===== src/rtl/cpu_types_pkg.sv =====
// rtl/cpu_types_pkg.sv - shared fetch types and redirect target computation
package cpu_types_pkg;

  typedef logic [31:0] word_t;

  typedef enum logic [1:0] {
    PC_SEQ = 2'd0,
    PC_JR  = 2'd1,
    PC_J   = 2'd2,
    PC_BR  = 2'd3
  } pc_src_t;

  typedef struct packed {
    word_t pc;
    word_t instr;
  } fetch_entry_t;

  localparam word_t PC_STEP = 32'd4;

  // Branch offset is in words, so it is sign-extended and shifted by two.
  function automatic word_t redirect_target(
    input pc_src_t     src,
    input word_t       br_pc,
    input logic [15:0] imm,
    input word_t       jr_addr,
    input logic [3:0]  j_pc_hi,
    input logic [25:0] j_addr
  );
    word_t tgt;
    case (src)
      PC_JR:   tgt = jr_addr;
      PC_J:    tgt = {j_pc_hi, j_addr, 2'b00};
      PC_BR:   tgt = br_pc + {{14{imm[15]}}, imm, 2'b00};
      default: tgt = br_pc;
    endcase
    return tgt;
  endfunction

endpackage


===== src/rtl/fetch_queue_if.sv =====
// rtl/fetch_queue_if.sv - imem request and decode-side queue handshake bundle
interface fetch_queue_if #(
  parameter int DEPTH = 4,
  parameter int CNT_W = $clog2(DEPTH + 1)
);
  import cpu_types_pkg::*;

  logic             imemREN;
  word_t            imemaddr;
  logic             ihit;
  word_t            imemload;
  logic             out_valid;
  logic             out_ready;
  word_t            out_instr;
  word_t            out_pc;
  word_t            out_npc;
  logic [CNT_W-1:0] count;

  modport master (
    output imemREN, imemaddr, out_valid, out_instr, out_pc, out_npc, count,
    input  ihit, imemload, out_ready
  );

  modport slave (
    input  imemREN, imemaddr, out_valid, out_instr, out_pc, out_npc, count,
    output ihit, imemload, out_ready
  );

endinterface


===== src/rtl/fetch_queue_fifo.sv =====
// rtl/fetch_queue_fifo.sv - fetch_fifo: DEPTH-entry {pc, instr} buffer with flush
module fetch_fifo
  import cpu_types_pkg::*;
#(
  parameter int DEPTH = 4,
  parameter int CNT_W = $clog2(DEPTH + 1)
) (
  input  logic             clk_i,
  input  logic             rst_ni,
  input  logic             push_i,
  input  fetch_entry_t     push_data_i,
  input  logic             pop_i,
  input  logic             flush_i,
  output fetch_entry_t     head_o,
  output logic [CNT_W-1:0] count_o,
  output logic             empty_o,
  output logic             full_o
);

  localparam int PTR_W = $clog2(DEPTH);

  fetch_entry_t     mem_q [DEPTH];
  logic [PTR_W-1:0] wr_ptr_q, wr_ptr_d;
  logic [PTR_W-1:0] rd_ptr_q, rd_ptr_d;
  logic [CNT_W-1:0] count_q, count_d;
  logic             do_push, do_pop;

  assign empty_o = (count_q == '0);
  assign full_o  = (count_q == CNT_W'(DEPTH));
  assign count_o = count_q;
  assign head_o  = mem_q[rd_ptr_q];

  // A pop frees the slot this cycle, so a push into a full queue is legal then.
  assign do_pop  = pop_i & ~empty_o & ~flush_i;
  assign do_push = push_i & ~flush_i & (~full_o | do_pop);

  always_comb begin
    wr_ptr_d = wr_ptr_q;
    rd_ptr_d = rd_ptr_q;
    count_d  = count_q;
    if (flush_i) begin
      wr_ptr_d = '0;
      rd_ptr_d = '0;
      count_d  = '0;
    end else begin
      if (do_push) wr_ptr_d = wr_ptr_q + PTR_W'(1);
      if (do_pop)  rd_ptr_d = rd_ptr_q + PTR_W'(1);
      if (do_push & ~do_pop)      count_d = count_q + CNT_W'(1);
      else if (do_pop & ~do_push) count_d = count_q - CNT_W'(1);
    end
  end

  always_ff @(posedge clk_i or negedge rst_ni) begin
    if (!rst_ni) begin
      wr_ptr_q <= '0;
      rd_ptr_q <= '0;
      count_q  <= '0;
    end else begin
      wr_ptr_q <= wr_ptr_d;
      rd_ptr_q <= rd_ptr_d;
      count_q  <= count_d;
    end
  end

  always_ff @(posedge clk_i) begin
    if (do_push) mem_q[wr_ptr_q] <= push_data_i;
  end

endmodule


===== src/rtl/fetch_queue.sv =====
// rtl/fetch_queue.sv - sequential imem fetch into a flushable queue; FETCH_PERF_EN adds perf counters
module fetch_queue
  import cpu_types_pkg::*;
#(
  parameter word_t PC_INIT = 32'h0,
  parameter int    DEPTH   = 4,
  parameter int    CNT_W   = $clog2(DEPTH + 1)
) (
  input  logic        CLK,
  input  logic        nRST,
  fetch_queue_if.master bus,
  input  logic        halt,
  input  logic        redir,
  input  logic [1:0]  redir_src,
  input  word_t       brPC,
  input  logic [15:0] imm,
  input  word_t       jraddr,
  input  word_t       jPC,
  input  logic [25:0] jaddr
`ifdef FETCH_PERF_EN
  ,
  output word_t       stall_cycles,
  output word_t       flush_count,
  output word_t       fetched_count
`endif
);

  word_t            pc_q, pc_d;
  logic             halted_q, halted_d;
  logic             redir_eff, ren, push, pop;
  logic             fifo_empty, fifo_full;
  logic [CNT_W-1:0] fifo_count;
  fetch_entry_t     head;
  word_t            target;
  logic             unused_jpc;

  assign unused_jpc = ^jPC[27:0];

  assign redir_eff = redir & (pc_src_t'(redir_src) != PC_SEQ);
  assign target    = redirect_target(pc_src_t'(redir_src), brPC, imm, jraddr, jPC[31:28], jaddr);

  // Request is held off while in reset so imem never sees a stray read.
  assign ren  = nRST & ~halted_q & ~redir_eff & ~fifo_full;
  assign push = ren & bus.ihit;
  assign pop  = ~fifo_empty & bus.out_ready;

  assign bus.imemREN   = ren;
  assign bus.imemaddr  = pc_q;
  assign bus.out_valid = ~fifo_empty;
  assign bus.out_instr = head.instr;
  assign bus.out_pc    = head.pc;
  assign bus.out_npc   = head.pc + PC_STEP;
  assign bus.count     = fifo_count;

  always_comb begin
    pc_d     = pc_q;
    halted_d = halted_q | halt;
    if (redir_eff)  pc_d = target;
    else if (push)  pc_d = pc_q + PC_STEP;
  end

  always_ff @(posedge CLK or negedge nRST) begin
    if (!nRST) begin
      pc_q     <= PC_INIT;
      halted_q <= 1'b0;
    end else begin
      pc_q     <= pc_d;
      halted_q <= halted_d;
    end
  end

  fetch_fifo #(
    .DEPTH (DEPTH),
    .CNT_W (CNT_W)
  ) u_fifo (
    .clk_i       (CLK),
    .rst_ni      (nRST),
    .push_i      (push),
    .push_data_i ('{pc: pc_q, instr: bus.imemload}),
    .pop_i       (pop),
    .flush_i     (redir_eff),
    .head_o      (head),
    .count_o     (fifo_count),
    .empty_o     (fifo_empty),
    .full_o      (fifo_full)
  );

`ifdef FETCH_PERF_EN
  word_t stall_q, stall_d;
  word_t flush_q, flush_d;
  word_t fetched_q, fetched_d;

  always_comb begin
    stall_d   = stall_q;
    flush_d   = flush_q;
    fetched_d = fetched_q;
    if (ren & ~bus.ihit & (stall_q != '1))  stall_d   = stall_q + 32'd1;
    if (redir_eff & (flush_q != '1))        flush_d   = flush_q + 32'd1;
    if (push & (fetched_q != '1))           fetched_d = fetched_q + 32'd1;
  end

  always_ff @(posedge CLK or negedge nRST) begin
    if (!nRST) begin
      stall_q   <= '0;
      flush_q   <= '0;
      fetched_q <= '0;
    end else begin
      stall_q   <= stall_d;
      flush_q   <= flush_d;
      fetched_q <= fetched_d;
    end
  end

  assign stall_cycles  = stall_q;
  assign flush_count   = flush_q;
  assign fetched_count = fetched_q;
`endif

endmodule


===== src/flat_wrapper.sv =====
// flat-port wrapper written by rule: the top's interface ports become plain ports
module fetch_queue_flat import cpu_types_pkg::*;
#(
  parameter word_t PC_INIT = 32'h0,
  parameter int    DEPTH   = 4,
  parameter int    CNT_W   = $clog2(DEPTH + 1)
)
  (CLK, nRST, halt, redir, redir_src, brPC, imm, jraddr, jPC, jaddr, bus_imemREN, bus_imemaddr, bus_out_valid, bus_out_instr, bus_out_pc, bus_out_npc, bus_count, bus_ihit, bus_imemload, bus_out_ready);
  fetch_queue_if #(.DEPTH(DEPTH), .CNT_W(CNT_W)) bus_i ();
  input  logic CLK;
  input  logic nRST;
  input  logic halt;
  input  logic redir;
  input  logic [1:0] redir_src;
  input  word_t brPC;
  input  logic [15:0] imm;
  input  word_t jraddr;
  input  word_t jPC;
  input  logic [25:0] jaddr;
  output wire logic [$bits(bus_i.imemREN)-1:0] bus_imemREN;
  output wire logic [$bits(bus_i.imemaddr)-1:0] bus_imemaddr;
  output wire logic [$bits(bus_i.out_valid)-1:0] bus_out_valid;
  output wire logic [$bits(bus_i.out_instr)-1:0] bus_out_instr;
  output wire logic [$bits(bus_i.out_pc)-1:0] bus_out_pc;
  output wire logic [$bits(bus_i.out_npc)-1:0] bus_out_npc;
  output wire logic [$bits(bus_i.count)-1:0] bus_count;
  input wire logic [$bits(bus_i.ihit)-1:0] bus_ihit;
  input wire logic [$bits(bus_i.imemload)-1:0] bus_imemload;
  input wire logic [$bits(bus_i.out_ready)-1:0] bus_out_ready;
  assign bus_imemREN = bus_i.imemREN;
  assign bus_imemaddr = bus_i.imemaddr;
  assign bus_out_valid = bus_i.out_valid;
  assign bus_out_instr = bus_i.out_instr;
  assign bus_out_pc = bus_i.out_pc;
  assign bus_out_npc = bus_i.out_npc;
  assign bus_count = bus_i.count;
  assign bus_i.ihit = bus_ihit;
  assign bus_i.imemload = bus_imemload;
  assign bus_i.out_ready = bus_out_ready;
  fetch_queue #(.PC_INIT(PC_INIT), .DEPTH(DEPTH), .CNT_W(CNT_W)) u_core (.CLK(CLK), .nRST(nRST), .bus(bus_i), .halt(halt), .redir(redir), .redir_src(redir_src), .brPC(brPC), .imm(imm), .jraddr(jraddr), .jPC(jPC), .jaddr(jaddr));
endmodule

===== config.mk =====
export PLATFORM = sky130hd
export DESIGN_NAME = fetch_queue_flat
export DESIGN_NICKNAME = d
export VERILOG_FILES = /design/src/rtl/cpu_types_pkg.sv /design/src/rtl/fetch_queue_if.sv /design/src/rtl/fetch_queue_fifo.sv /design/src/rtl/fetch_queue.sv /design/src/flat_wrapper.sv
export SDC_FILE = /design/constraint.sdc
export NUM_CORES = 1
export LEC_CHECK = 0
export CAP_MARGIN = 10
export CORE_ASPECT_RATIO = 1.25
export CORE_UTILIZATION = 40
export DETAILED_ROUTE_END_ITERATION = 16
export PLACE_DENSITY_LB_ADDON = 0.3
export SLEW_MARGIN = 20
export SYNTH_ARGS = -nofsm -noshare
export SYNTH_HDL_FRONTEND = slang
export SYNTH_HIERARCHICAL = 1
export SYNTH_SLANG_ARGS = --single-unit

===== constraint.sdc =====
create_clock -name CLK -period 4.3 [get_ports CLK]
set_input_delay 0.86 -clock CLK [delete_from_list [all_inputs] [get_ports CLK]]
set_output_delay 0.86 -clock CLK [all_outputs]
set_load 0.01 [all_outputs]

[Word level (Yosys, flattened, before mapping)]
Memory sizes are Yosys's and may differ from the RTL's.
Index checks and enable logic that the tools add are counted.
Word-level totals
  bits in registers: 40
  bits in writable memories: 256
  bits of input ports: 178
  output and inout bits: 133
  logic and storage cells: 55
  memories: 1
Memories
  u_core.u_fifo.mem_q: words 4, width 64, rd ports 1, clocked after Yosys merged registers in 0, write ports 1, RTL line fetch_queue_fifo.sv:22  | fetch_entry_t mem_q [DEPTH];
Operators by class
  add/sub/neg operators: 7
  eq/ne operators: 4
  mux-type cells: 12
  bitwise gates (word level): 20
  reduce and logical (&&, ||, !) cells: 6
Operators with widths (count)
  case mux 32 bit (3 select lines): 1
  adder 32 x 3 -> 32 bit, second input constant: 2
  two-way mux 32 bit: 2
  adder 32 bit: 1
  bitwise AND 1 bit: 12
  two-way mux 3 bit: 3
  two-way mux 2 bit: 4
  nonzero test 2 bit: 4
  NOT 1 bit: 6
  adder 2 x 1 -> 2 bit, second input constant: 2
  equality test 2 bit, second input constant: 2
  adder 3 x 1 -> 3 bit, second input constant: 1
  equality test 3 bit, second input constant: 1
  zero test 3 bit: 1
  nonzero test 3 bit: 1
  subtractor 3 x 1 -> 3 bit, second input constant: 1
  equality test 2 x 1 -> 1 bit, second input constant: 1
  two-way mux 1 bit: 2
  bitwise OR 1 bit: 2

[Logic depth before layout (Yosys ltp)]
Gate-level depths: netlist of run 1.
  word-level depth: 13
  depth in mapped cells: 13
  mapped depth without buffers: 12

[Cells and area by module]
The synthesis of run 1 kept the hierarchy.
Modules (own cells, without submodules)
  fetch_fifo: times used 1, cells each 388, area an instance 9723.1 um^2, seq. area each 7862.5 um^2
  fetch_queue: times used 1, cells each 613, area an instance 4585.6 um^2, seq. area each 825.8 um^2

[Worst setup path after synthesis of run 1]
OpenSTA, ideal clock, no wires.
  path type: input port to flip-flop
  start: input redir_src[0]
  end: memory u_core/u_fifo/mem_q[0][0] (netlist bit) (enable)
  library setup time: 429 ps
  data arrival time: 3653 ps
  required time: 3871 ps
  setup slack: 218 ps
  cell stages on the path: 9
  buffers on the path: 1
  path through: clkbuf_1 > inv_2 > nand2_1 > nand2_1 > inv_2 > nor2_1 > nand2b_1 > nor2_1 > and2_1
Between the ends
  word-level cells in the longest chain between the ends: 10
  elaborated cells between the ends (all ways): 12
  those cells by class: mux (2); bitwise (9); reduce/logical (1)
RTL lines
  start, declared: RTL line flat_wrapper.sv:14  | input logic [1:0] redir_src;
  nonzero test 2 bit: RTL line fetch_queue.sv:39  | assign redir_eff = redir & (pc_src_t'(redir_src) != PC_SEQ);
  bitwise AND 1 bit: RTL line fetch_queue.sv:39
  named net u_core.redir_eff: RTL line fetch_queue.sv:30  | logic redir_eff, ren, push, pop;
  NOT 1 bit: RTL line fetch_queue.sv:43  | assign ren = nRST & ~halted_q & ~redir_eff & ~fifo_full;
  bitwise AND 1 bit (2 in series): RTL line fetch_queue.sv:43
  bitwise AND 1 bit: RTL line fetch_queue.sv:44  | assign push = ren & bus.ihit;
  named net u_core.push: RTL line fetch_queue.sv:30
  bitwise AND 1 bit (2 in series): RTL line fetch_queue_fifo.sv:35  | assign do_push = push_i & ~flush_i & (~full_o | do_pop);
  two-way mux 1 bit: RTL line fetch_queue_fifo.sv:66  | if (do_push) mem_q[wr_ptr_q] <= push_data_i;
  two-way mux 1 bit (not written as such): RTL line fetch_queue_fifo.sv:66
  end, declared: RTL line fetch_queue_fifo.sv:22
The timed path passes the listed nets, and every way through them passes these cells.

[Worst setup path after layout of run 1]
  start: register u_core.u_fifo.rd_ptr_q[0]
  end: output bus_out_npc[15]
Between the ends
  word-level cells in the longest chain between the ends: 2
RTL lines
  start, declared: RTL line fetch_queue_fifo.sv:24  | logic [PTR_W-1:0] rd_ptr_q, rd_ptr_d;
  start signal, assigned: RTL line fetch_queue_fifo.sv:60  | rd_ptr_q <= rd_ptr_d;
  memory (4 x 64 bit)
  adder 32 x 3 -> 32 bit: RTL line fetch_queue.sv:52  | assign bus.out_npc = head.pc + PC_STEP;
  end, declared: RTL line flat_wrapper.sv:25  | output wire logic [$bits(bus_i.out_npc)-1:0] bus_out_npc;
No other way between the ends.

==> results.md, run 1 <==
* Root buffer cell: clkbuf_16
* Status: finished clean
* Maximum vdd drop at 0.241 mV
* Routed Antenna Nets at 0
* Max Root-Sink Buffers at 3
* Number of global-route vias before repair at 9969
* Most frequent CP cell: buf_4
* Min Hold Slack at 0.399 ns
* Fmax at 0.241 GHz
* Main combinational cell family by area after synthesis: multiplexers
* Synthesized area at 0.0143 mm2
* Syn Area/Cell at 14.3 um2
* Die H at 213 um
* Initial antenna violation count at 0
* Post-synth ARST share at 13.5%
* Post-synthesis xor/xnor area fraction at 4.04%
* Synth warnings at 6
* Ant diodes at 0
* Max_cap viols at 0
* Starting Density at 40.6%
* Post-Route WL at 36.9 mm
* Syn nets at 1216
* Power density cells at 341 mW/mm2
* CTS Buf Count at 28
* Setup violators final at 0
* Post-route minimum period at 4.15 ns
* Post-synth EDFFs at 256
* Critical path capture point type: output port
* Drc violations at 0
* H-tree depth at 1
* Adder-cell share of the synthesized area at 3.34%
* HPWL Detailed at 27.1 mm
* Largest net degree at the start of global routing at 41
* Reg2reg setup slack at 1.30 ns
* Place WS at 0.0805 ns
* Final Hold Fails at 0
* Layout Skew at 0.0111 ns
* CP cell instances: buf_4 -> mux4_2 -> buf_4 -> nand4_1 -> buf_4 -> nor2_2 -> nand3_1 -> xnor2_2 -> clkdlybuf4s50_1
* Fin worst setup slack at 0.152 ns
* Reg2reg end: u_core/u_fifo/mem_q[2][25]
* Critical path arrival at 3.29 ns
* Slew margin rel. at 38.6%
* RSZ-0062 raised after global routing: true
* Drt via density at 5.40
* Global placement routability congestion at 0.861
* Reg2Reg Depth at 8
* Fraction of the mapped netlist area in simple logic gates at 8.88%
* Actual slew at the worst max-slew pin at 0.918 ns
* Die area at 0.0365 mm2
* Final nets at 1521
* CTS tree: built
* Required @ worst endpoint at 3.44 ns
* Initial DRC count at 654
* Seq/Total Area, Yosys at 60.7%
* Final Core Density at 53.4%
* Critical path type: flop to output port
* Share of layout cells above drive strength 1 at 13.8%
* Synthesized flop and latch total at 296
* Worst Hold Class: primary input to async pin
* Clk_lat worst skew at 0.55 ns
* Global-route wire length before repair at 55.6 mm
* Slowest cell on crit path: clkdlybuf4s50_1
* Clock transition at path regs at 0.06 ns
* Slowest Stage Delay on Critical Path at 0.57 ns
* Die Wd at 171 um
* CP max FO at 8
* Most common flop cell mapped by yosys: edfxtp_1
* Sinks on Clock Net at 296
* Synth Area in Compound Gates at 10.2%
* Worst Setup Start Kind: flop
* DR vias at 9717
* Fill count at 2983
* Cells after synthesis at 1001
* Design area at 0.0188 mm2
* Buffers added on ports at 282
* Placed instance area at 0.0178 mm2
* GRT Total Usage at 20.1%
* Max-slew violation count at 0
* Netlist cell types at 79
* DRT Pass-1 Iters at 7
* I/O Pins at 311
* Leakage at 6.40 nW
* Area growth, synth to finish at 31.6%
* Post-route setup TNS at 0 ns
* Multiplexer share of the synthesized area at 10.8%
* WL/cell at 20.5 um
* Core area at 0.0353 mm2
* Fin crit share at 96.5%
* GRT overflow at 0
* RR Startpoint: u_core/u_fifo/count_o[0]
* Std cell rows at 77
-- layer usage --
layer / up-vias / track usage, % / part of all wire, %
li1: 4554 / - / -
met1: 4777 / 24.7 / 41
met2: 344 / 36.8 / 51
met3: 42 / 2.84 / 6.0
met4: 0 / 5.26 / 1.9
met5: - / 0 / 0
-- cells in the mapped netlist, types with 11 or more instances --
cell	count	area, um2
edfxtp_1	256	7690
nand2_1	71	267
mux4_2	64	1440
a21oi_1	54	270
nor2_1	54	203
dfrtp_1	40	1000
xnor2_1	40	350
ha_1	35	438
clkbuf_1	27	101
xor2_1	26	228
nand3_1	25	125
inv_1	23	86.3
o21ai_0	23	115
a21o_1	17	128
nor3_1	17	85.1
o22ai_1	13	81.3
and3_1	12	75.1
nand4_1	12	75.1
o21bai_1	11	82.6
-- layout make-up --
type,instances,area (um2),share of cell area (%)
well taps,474,593,3.15
repair buffers,318,3150,16.7
flip-flops and latches,296,8700,46.2
inverters,25,93.8,0.498
clock buffers,34,744,3.95
multi-input cells,637,5410,28.7
clock inverters,17,143,0.757
-- layout by cell type, fill, tap and decap left out, types with 8 or more instances in the layout --
cell / netlist / layout
inv_1: 23 / 23
edfxtp_1: 256 / 256
nor3_1: 17 / 15
clkbuf_16: 0 / 29
dfrtp_1: 40 / 38
mux4_2: 64 / 64
nand3_1: 25 / 25
o21ai_1: 10 / 10
a21o_1: 17 / 17
o21bai_1: 11 / 11
clkinv_1: 0 / 8
clkdlybuf4s50_1: 0 / 271
nand4_1: 12 / 12
xnor2_1: 40 / 39
buf_4: 6 / 29
nand2_1: 71 / 70
nor2_1: 54 / 50
ha_1: 35 / 34
and3_1: 12 / 11
xor2_1: 26 / 26
o21ai_0: 23 / 23
a21oi_1: 54 / 54
o22ai_1: 13 / 13
o21a_1: 10 / 10
-- power breakdown --
group	switching, W	internal, W	total, W	leakage (nW)
clock	0.00103	0.00135	0.00238	0.425
combinational	0.000363	0.000382	0.000745	3.24
sequential	0.000113	0.00319	0.00331	2.74
-- logic make-up (layout without fill, tap and decap cells) --
logic type,Yosys count,after routing
compound gates,212,212
xor+xnor,66,66
fa+ha+maj,37,37
mux,73,73
buf+inv,68,394
flops,296,296
simple gates,249,249
-- per-stage QoR --
step / instances / total power, W
global route: 1801 / 0.00666
floorplan: 1001 / 0.00370
detailed placement: 1745 / 0.00411
finish: 1801 / 0.00643
global placement: 1745 / 0.00410
CTS: 1799 / 0.00649
-- flip-flops by register name (all words and copies together), names as in the netlist --
name and cells:
u_core/u_fifo/mem_q 256, u_core/bus.imemaddr 32, u_core/u_fifo/count_o 3, u_core/u_fifo/rd_ptr_q 2
u_core/u_fifo/wr_ptr_q 2, u_core/halted_q 1
-- critical path, delay by kind of cell (launching register included) --
kind | cells | cell delay [ns]
buf+inv | 4 | 1.13
flops | 1 | 0.54
simple gates | 3 | 0.48
mux | 1 | 0.40
xor+xnor | 1 | 0.20
-- what timing repair did --
action | in CTS | in global routing
pin swaps | 3 | 3
resized for setup | 23 | 10
setup buffers | 3 | 2
setup endpoints to repair | 16 | 6
hold buffers | 0 | 0
-- worst max-delay path by stage --
stage	slack [ns]	end	from
after floorplan	0.22	u_core/u_fifo/mem_q[0][0]	redir_src[0]
after global placement	0.10	bus_out_npc[28]	u_core/u_fifo/rd_ptr_q[0]
after detailed placement	0.08	bus_out_npc[28]	u_core/u_fifo/rd_ptr_q[0]
after CTS	0.01	bus_out_npc[25]	u_core/u_fifo/rd_ptr_q[0]
after global routing	-0.007	bus_out_npc[28]	u_core/u_fifo/rd_ptr_q[0]
final	0.15	bus_out_npc[15]	u_core/u_fifo/rd_ptr_q[0]
(Power assumes the default switching activity.)
==> run 2: changes to the inputs <==
- SKIP_CTS_REPAIR_TIMING: default -> 1
==> results.md, run 2 (synthesized netlist as in run 1, its figures left out) <==
* Post-Route WL at 37.1 mm (+0.32%)
* Failing checks: setup timing
* Drc violations at 0 (unchanged)
* Design Power at 0.00643 W (about the same)
* HPWL Detailed at 27.1 mm (unchanged)
* Std cell rows at 77 (unchanged)
* Maximum vdd drop at 0.243 mV (+0.51%)
* Fmax at 0.228 GHz (-5.5%)
* Design area at 0.0188 mm2 (about the same)
* CTS Buf Count at 28 (unchanged)
* Min Hold Slack at 0.399 ns (+0.000241 ns)
* Critical path arrival at 3.53 ns (+0.24 ns)
* DR vias at 9748 (+0.32%)
* Die H at 213 um (unchanged)
* Final Hold Fails at 0 (unchanged)
* Area growth, synth to finish at 31.6% (about the same)
* Actual slew at the worst max-slew pin at 0.936 ns (+0.0180 ns)
* Multi-input logic area at 0.00539 mm2 (-0.35%)
* RR Startpoint: u_core/u_fifo/count_o[0]
* Reg2Reg Depth at 8 (unchanged)
* Max Root-Sink Buffers at 3 (unchanged)
* I/O Pins at 311 (unchanged)
* Initial antenna violation count at 0 (unchanged)
* Max_cap viols at 0 (unchanged)
* Fin crit share at 102% (+5.6 points)
* Required @ worst endpoint at 3.44 ns (about the same)
* Sinks on Clock Net at 296 (unchanged)
* DRT Pass-1 Iters at 5 (-2)
* Starting Density at 40.6% (unchanged)
* Die area at 0.0365 mm2 (unchanged)
* Fill count at 2975 (-0.27%)
* Clk_lat worst skew at 0.55 ns (about the same)
* Layout Skew at 0.0143 ns (+0.00318 ns)
* Post-route minimum period at 4.39 ns (+0.243 ns)
* RSZ-0062 raised after global routing: true
* Buffers added on ports at 282 (unchanged)
* Reg2reg end: u_core/u_fifo/mem_q[2][25]
* Share of layout cells above drive strength 1 at 13.6% (-0.16 points)
* Drt via density at 5.41 (+0.26%)
* CP max FO at 10 (+2)
* Global-route wire length before repair at 55.5 mm (-0.19%)
* GRT overflow at 0 (unchanged)
* Cell family with most CP delay: simple AND/OR/NAND/NOR gates
* Critical path capture point type: output port
* Initial DRC count at 700 (+7.0%)
* Leakage at 6.40 nW (about the same)
* WL/cell at 20.6 um (+0.26%)
* Worst Setup Start Kind: flop
* Largest Register: u_core/u_fifo/mem_q
* Core area at 0.0353 mm2 (unchanged)
* H-tree depth at 1 (unchanged)
* Die Wd at 171 um (unchanged)
* Crit path buf inv count at 2 (-2)
* Reg2reg setup slack at 1.29 ns (about the same)
* GRT Total Usage at 20.0% (-0.037 points)
* Seq. cell area at 0.00870 mm2 (unchanged)
* Max FFs per register at 256 (unchanged)
* Clock transition at path regs at 0.06 ns (about the same)
* Number of global-route vias before repair at 9946 (-0.23%)
* Ant diodes at 0 (unchanged)
* Root buffer cell: clkbuf_16
* Final nets at 1522 (+0.066%)
* Power density cells at 342 mW/mm2 (about the same)
* Placed instance area at 0.0178 mm2 (unchanged)
* Commonest non-fill, non-tap cells in the layout: clkdlybuf4s50_1, edfxtp_1, nand2_1
* Routed Antenna Nets at 0 (unchanged)
* Post-route setup TNS at -0.134 ns (-0.134 ns)
* Slowest Stage Delay on Critical Path at 0.57 ns (about the same)
* Fin worst setup slack at -0.0904 ns (-0.243 ns)
* Setup violators final at 2 (+2)
* Status: complete, but fails checks
* Slowest cell on crit path: dfrtp_4
* Max-slew violation count at 0 (unchanged)
* Worst Hold Class: primary input to async pin
* Commonest non-fill, non-tap cell in the layout: clkdlybuf4s50_1
* Largest net degree at the start of global routing at 41 (unchanged)
* Slew margin rel. at 37.4% (-1.2 points)
* CTS tree: built
* CP cell instances: mux4_2 -> nand3_1 -> nor2_2 -> nand4_1 -> buf_4 -> nor3_4 -> and2_4 -> nand2b_1 -> nor2_1 -> xor2_1 -> clkdlybuf4s50_1
* Critical path type: flop to output port
* Global placement routability congestion at 0.861 (unchanged)
* Cell Count Post-Placement at 1745 (unchanged)
* Post-route insts no fill at 1802 (+0.056%)
-- run 2: layout make-up --
cell class	instances	share of cell area, %
repair buffers	319	16.8
well taps	474	3.15
inverters	25	0.498
flip-flops and latches	296	46.2
clock buffers	34	3.95
multi-input cells	637	28.6
clock inverters	17	0.757
-- run 2: where the power goes --
part	internal [W]	switching (W)	leakage, nW
Clock	0.00135	0.00103	0.425
Combinational	0.000382	0.000363	3.24
Sequential	0.00319	0.000113	2.74
-- run 2: worst max-delay path by stage --
stage                                    from                         to  slack, ns  depth (start not counted)
global route        u_core/u_fifo/rd_ptr_q[0]            bus_out_npc[27]      -0.28                         11
global placement    u_core/u_fifo/rd_ptr_q[0]            bus_out_npc[28]       0.10                         10
finish              u_core/u_fifo/rd_ptr_q[0]            bus_out_npc[31]      -0.09                         11
CTS                 u_core/u_fifo/rd_ptr_q[0]            bus_out_npc[28]      -0.51                         10
floorplan                        redir_src[0]  u_core/u_fifo/mem_q[0][0]       0.22                          9
detailed placement  u_core/u_fifo/rd_ptr_q[0]            bus_out_npc[28]       0.08                         10
-- run 2: per-stage QoR --
stage | setup WS (ns) | util (%)
after floorplan | 0.218 | -
final | -0.0904 | 53.4
after global placement | 0.104 | 50.5
after CTS | -0.514 | 53.0
after detailed placement | 0.0805 | 50.5
after global routing | -0.278 | 53.4
-- run 2: worst register-to-register path, delay by kind of cell (launching register included) --
| kind | cells | cell delay, ns |
|---|---|---|
| DFF | 1 | 0.54 |
| and+or+nand+nor | 7 | 1.86 |
| buffers and inverters | 1 | 0.32 |
-- run 2: routing by layer --
| layer | vias to the layer above | part of all wire, % | global-route usage [%] |
|---|---|---|---|
| li1 | 4556 | - | - |
| met1 | 4829 | 41 | 24.7 |
| met2 | 322 | 51 | 36.7 |
| met3 | 41 | 5.5 | 2.86 |
| met4 | 0 | 2.0 | 5.23 |
| met5 | - | 0 | 0 |
==> run 3: changes to the inputs <==
- CORE_UTILIZATION: 40 -> 35
==> results.md, run 3 (synthesized netlist as in run 1, its figures left out) <==
* Max Root-Sink Buffers at 3 (unchanged)
* WL/cell at 20.2 um (-1.9%)
* Fin crit share at 96.7% (-5.4 points)
* Std cell rows at 82 (+6.5%)
* Layout Skew at 0.0129 ns (-0.00142 ns)
* Fill count at 3614 (+21%)
* Reg2reg end: u_core/u_fifo/count_o[2]
* CP max FO at 5 (-5)
* Fin worst setup slack at 0.141 ns (+0.231 ns)
* Root buffer cell: clkbuf_16
* Commonest non-fill, non-tap cells in the layout: clkdlybuf4s50_1, edfxtp_1, nand2_1
* Area growth, synth to finish at 34.1%
* Drc violations at 0 (unchanged)
* GRT Max-Usage Layer: met2
* Max_cap viols at 0 (unchanged)
* CTS tree: built
* Critical path arrival at 3.30 ns (-0.23 ns)
* Required @ worst endpoint at 3.44 ns (about the same)
* Leakage at 6.59 nW (+2.8%)
* Fmax at 0.240 GHz (+5.6%)
* DR vias at 9763 (+0.15%)
* Worst Hold Class: primary input to async pin
* Share of layout cells above drive strength 1 at 15.2% (+1.5 points)
* DRT Pass-1 Iters at 7 (+2)
* Met3 usage at 2.71% (-0.15 points)
* Post-route minimum period at 4.16 ns (-0.231 ns)
* Sinks on Clock Net at 296 (unchanged)
* Slew margin rel. at 38.3% (+0.92 points)
* Starting Density at 35.6% (-5.0 points)
* Place WS at 0.0440 ns (-0.0364 ns)
* Buffers added on ports at 282 (unchanged)
* Post-Route WL at 38.1 mm (+2.9%)
* Setup violators final at 0 (-2)
* Post-route setup TNS at 0 ns (+0.134 ns)
* HPWL Detailed at 27.6 mm (+1.9%)
* Min Hold Slack at 0.391 ns (-0.00791 ns)
* Ant diodes at 0 (unchanged)
* H-tree depth at 1 (unchanged)
* Initial antenna violation count at 0 (unchanged)
* GRT overflow at 0 (unchanged)
* M1 GR Usage at 22.3% (-2.4 points)
* Design area at 0.0192 mm2 (+1.9%)
* Max FFs per register at 256 (unchanged)
* Reg2Reg Depth at 9 (+1)
* Clock transition at path regs at 0.06 ns (about the same)
* Drt via density at 5.16 (-4.6%)
* Die Wd at 183 um (+6.8%)
* Max-slew violation count at 0 (unchanged)
* Status: finished clean
* Largest net degree at the start of global routing at 41 (unchanged)
* Critical path type: flop to output port
* Final nets at 1538 (+1.1%)
* Initial DRC count at 605 (-14%)
* GRT Total Usage at 18.1% (-2.0 points)
* RR Startpoint: u_core/u_fifo/count_o[1]
* Final Hold Fails at 0 (unchanged)
* Placed instance area at 0.0179 mm2 (+0.73%)
* Number of global-route vias before repair at 10059 (+1.1%)
* Global-route wire length before repair at 58.3 mm (+5.0%)
* Reg2reg setup slack at 1.26 ns (-0.03 ns)
* Clk_lat worst skew at 0.55 ns (about the same)
* Commonest non-fill, non-tap cell in the layout: clkdlybuf4s50_1
* Critical path capture point type: output port
* Met2 Use GR at 32.8% (-3.9 points)
* Maximum vdd drop at 0.286 mV (+18%)
* Routed Antenna Nets at 0 (unchanged)
* CTS Buf Count at 29 (+3.6%)
* I/O Pins at 311 (unchanged)
* Die area at 0.0417 mm2 (+14%)
* Largest Register: u_core/u_fifo/mem_q
* Actual slew at the worst max-slew pin at 0.922 ns (-0.0137 ns)
* Power density cells at 346 mW/mm2 (+1.2%)
* Global placement routability congestion at 0.875 (+1.7%)
* Core area at 0.0402 mm2 (+14%)
* Die H at 228 um (+6.8%)
* Worst Setup Start Kind: flop
==> run 3: cell types whose count changed in the layout (fill, tap and decap cells not counted), moves of 2 or more <==
cell	previous run	this run
buf_4	30	41
clkdlybuf4s50_1	276	269
clkbuf_8	0	5
clkinv_2	1	4
clkinv_1	8	3
dlymetal6s2s_1	5	11
buf_12	4	8
nor2_2	3	1
==> run 3: worst max path at each step <==
stage | start | to | depth (start not counted)
global placement | u_core/u_fifo/rd_ptr_q[0] | bus_out_npc[29] | 10
detailed placement | u_core/u_fifo/rd_ptr_q[0] | bus_out_npc[28] | 10
floorplan | redir_src[0] | u_core/u_fifo/mem_q[0][0] | 9
CTS | u_core/u_fifo/rd_ptr_q[0] | bus_out_npc[28] | 10
global route | u_core/u_fifo/rd_ptr_q[0] | bus_out_npc[17] | 9
finish | u_core/u_fifo/rd_ptr_q[0] | bus_out_npc[22] | 9
==> run 3: worst max-delay path, stage by stage, from the launching register on <==
cell             delay, ns
dfrtp_4               0.49
buf_12                0.14
mux4_2                0.52
ha_4                  0.22
and3_2                0.22
nor2b_2               0.17
nor2b_4               0.14
nand2_2               0.15
xnor2_1               0.13
clkdlybuf4s50_1       0.55
==> run 3: cell type report <==
class	count	area (um2)	share of cell area, %
multi-input combinational	637	5380	28.1
inverter	25	93.8	0.489
timing repair buffer	334	3350	17.5
clock buffer	38	810	4.22
sequential	296	8700	45.3
clock inverter	15	166	0.867
tap	546	683	3.56
==> run 3: per-layer routing <==
metal | up-vias | part of all wire [%]
met5 | - | 0
met4 | 0 | 1.7
met3 | 39 | 5.5
met2 | 308 | 52
met1 | 4837 | 41
li1 | 4579 | -
==> run 3: stage by stage <==
| step | utilization [%] | total power, W | std cells |
|---|---|---|---|
| after global routing | 47.7 | 0.00689 | 1891 |
| final | 47.7 | 0.00664 | 1891 |
| after CTS | 47.1 | 0.00671 | 1872 |
| after global placement | 44.6 | 0.00409 | 1819 |
| after floorplan | - | 0.00370 | 1001 |
| after detailed placement | 44.6 | 0.00411 | 1819 |
==> run 3: power by group <==
part	internal, W	switching (W)	total [W]
Sequential	0.00319	0.000114	0.00331
Clock	0.00151	0.00107	0.00258
Combinational	0.000383	0.000362	0.000745
Total	0.00509	0.00155	0.00664
==> variant (flow settings as in run 1) <==
`DEPTH` is set to 4 in 4 places; all go to 8.
--- a/src/rtl/fetch_queue_if.sv
+++ b/src/rtl/fetch_queue_if.sv
@@ -1,6 +1,6 @@
 // rtl/fetch_queue_if.sv - imem request and decode-side queue handshake bundle
 interface fetch_queue_if #(
-  parameter int DEPTH = 4,
+  parameter int DEPTH = 8,
   parameter int CNT_W = $clog2(DEPTH + 1)
 );
   import cpu_types_pkg::*;
--- a/src/rtl/fetch_queue_fifo.sv
+++ b/src/rtl/fetch_queue_fifo.sv
@@ -2,7 +2,7 @@
 module fetch_fifo
   import cpu_types_pkg::*;
 #(
-  parameter int DEPTH = 4,
+  parameter int DEPTH = 8,
   parameter int CNT_W = $clog2(DEPTH + 1)
 ) (
   input  logic             clk_i,
--- a/src/rtl/fetch_queue.sv
+++ b/src/rtl/fetch_queue.sv
@@ -3,7 +3,7 @@
   import cpu_types_pkg::*;
 #(
   parameter word_t PC_INIT = 32'h0,
-  parameter int    DEPTH   = 4,
+  parameter int    DEPTH   = 8,
   parameter int    CNT_W   = $clog2(DEPTH + 1)
 ) (
   input  logic        CLK,
--- a/src/flat_wrapper.sv
+++ b/src/flat_wrapper.sv
@@ -2,7 +2,7 @@
 module fetch_queue_flat import cpu_types_pkg::*;
 #(
   parameter word_t PC_INIT = 32'h0,
-  parameter int    DEPTH   = 4,
+  parameter int    DEPTH   = 8,
   parameter int    CNT_W   = $clog2(DEPTH + 1)
 )
   (CLK, nRST, halt, redir, redir_src, brPC, imm, jraddr, jPC, jaddr, bus_imemREN, bus_imemaddr, bus_out_valid, bus_out_instr, bus_out_pc, bus_out_npc, bus_count, bus_ihit, bus_imemload, bus_out_ready);
Interface: changed (resized bus_count); port bits go from 311 to 312. No check against the original RTL was run, so the function may have changed too.
==> variant against run 1 <==
Worst setup slack got worse by 79 ps. Sequential cell count rose by 259. Design area is 63% higher. Power up 79%. Cell count is 44% higher. Area after synthesis is 71% higher. Combinational power up 3.6%. Routed wire length up 65%. Critical path depth is 5 higher. First-iteration DRC count rose by 51%. Largest cell class unchanged.
==> variant: results (changes against run 1) <==
stage,metric,value,unit,change
placement,DP Area,28800,µm²,+61%
clock_network,Num CTS Buffers,54,,+93%
placement,port buffer count,283,,+0.35%
drt,WL/cell,23.4,µm,+14%
worst_setup_path,crit-path max cell delay,520,ps,-50 ps
drt,drt initial violations,986,,+51%
synth,Post-Syn Nets,1646,,+35%
worst_setup_path,Critical path destination,bus_out_npc[29],,
drt,Routed met1 length,24500,µm,+63%
worst_hold_path,hold path depth,1,,
pwr,Seq. pwr,0.00616,W,+86%
sta,Slew @ Worst Pin,917,ps,-0.254 ps
synth,Synth top cells by count,"edfxtp_1, mux4_2, nand2_1",,
pwr,Pleak,10.0,nW,+57%
drt,total number of vias,14434,,+49%
worst_setup_path,Crit-path slowest cell,dfrtp_4,,
synth,top post-synthesis cells by area,"edfxtp_1, mux4_2, dfrtp_1",,
worst_setup_path,R2R cell count,11,,+3
layout,fillers,4985,,+67%
synth,sequential area share after synthesis,0.671,,+0.0640
placement,HPWL Detailed,38100,µm,+41%
clock_network,cts repair resizes,79,,+240%
layout,"most common cell after layout, fill and taps aside",edfxtp_1,,
global_routing,met3 Resource Use GR,0.0393,,+0.0108
drt,met3 wire length,3240,µm,+45%
global_routing,initial antenna violation count,1,,+1
placement,dpl ws,-67.6,ps,-148 ps
layout,share of layout cells above drive strength 1,0.232,,+0.0944
worst_hold_path,Worst Hold Class,reg -> reg,,
global_routing,Global Route met1 Usage,0.242,,-0.00437
sta,final worst slack,73.6,ps,-78.5 ps
layout,max reg flops,512,,+100%
global_routing,total track usage,0.197,,-0.00390
placement,Post-Place Cells,2491,,+43%
clock_network,postcts setup bufs,5,,+2
global_routing,largest net degree at the start of global routing,65,,+59%
pwr,switching share of power,0.214,,-0.0191
layout,fin nets,2006,,+32%
clock_network,H-tree depth,2,,+1
run_status,status,"complete, no violations",,
placement,GP Congestion,0.883,,+2.7%
pwr,NetSw,0.00247,W,+65%
synth,number of flops mapped to enable cells by yosys,512,,+100%
pwr,worst vdd ir,0.000221,V,-8.6%
global_routing,vias in the first global route,15485,,+55%
clock_network,Clock Path Buffers,3,,unchanged
global_routing,met2 usage,0.347,,-0.0213
pwr,Comb power,0.000772,W,+3.6%
synth,syn avg cell area,17.1,µm²,+20%
worst_setup_path,Worst EP arrival,3370,ps,+80 ps
drt,total wire length,60800,µm,+65%
synth,Synth cell types,80,,+1.3%
worst_setup_path,reg2reg setup slack,990,ps,-310 ps
clock_network,clock latency on the worst-skew pair,590,ps,+40 ps
drt,met2 WL,31400,µm,+66%
worst_setup_path,Max Fanout on Critical Path,4,,-4
sta,Hold WS,491,ps,+92.7 ps
global_routing,first-pass GRT wire length,92100,µm,+66%
[variant: cell types whose count changed after synthesis, moves of 5 or more]
cell	before	now
mux4_2	64	128
buf_6	1	11
mux2_2	7	70
nor2_1	54	62
buf_1	1	11
edfxtp_1	256	512
clkbuf_1	27	32
[variant: logic make-up after synthesis]
family	share of synthesized area
simple gates	0.0541
xor+xnor	0.0250
mux	0.152
buf+inv	0.0176
fa+ha+maj	0.0195
flops	0.671
compound gates	0.0607
[variant: area by class of cell]
| cell class | count | area (µm²) | area share |
|---|---|---|---|
| Sequential cell | 555 | 16500 | 0.535 |
| Clock inverter | 24 | 228 | 0.00740 |
| Timing Repair Buffer | 368 | 3680 | 0.120 |
| Tap cell | 772 | 966 | 0.0314 |
| Clock buffer | 66 | 1490 | 0.0484 |
| Inverter | 23 | 88.8 | 0.00289 |
| Multi-Input combinational cell | 789 | 7860 | 0.255 |
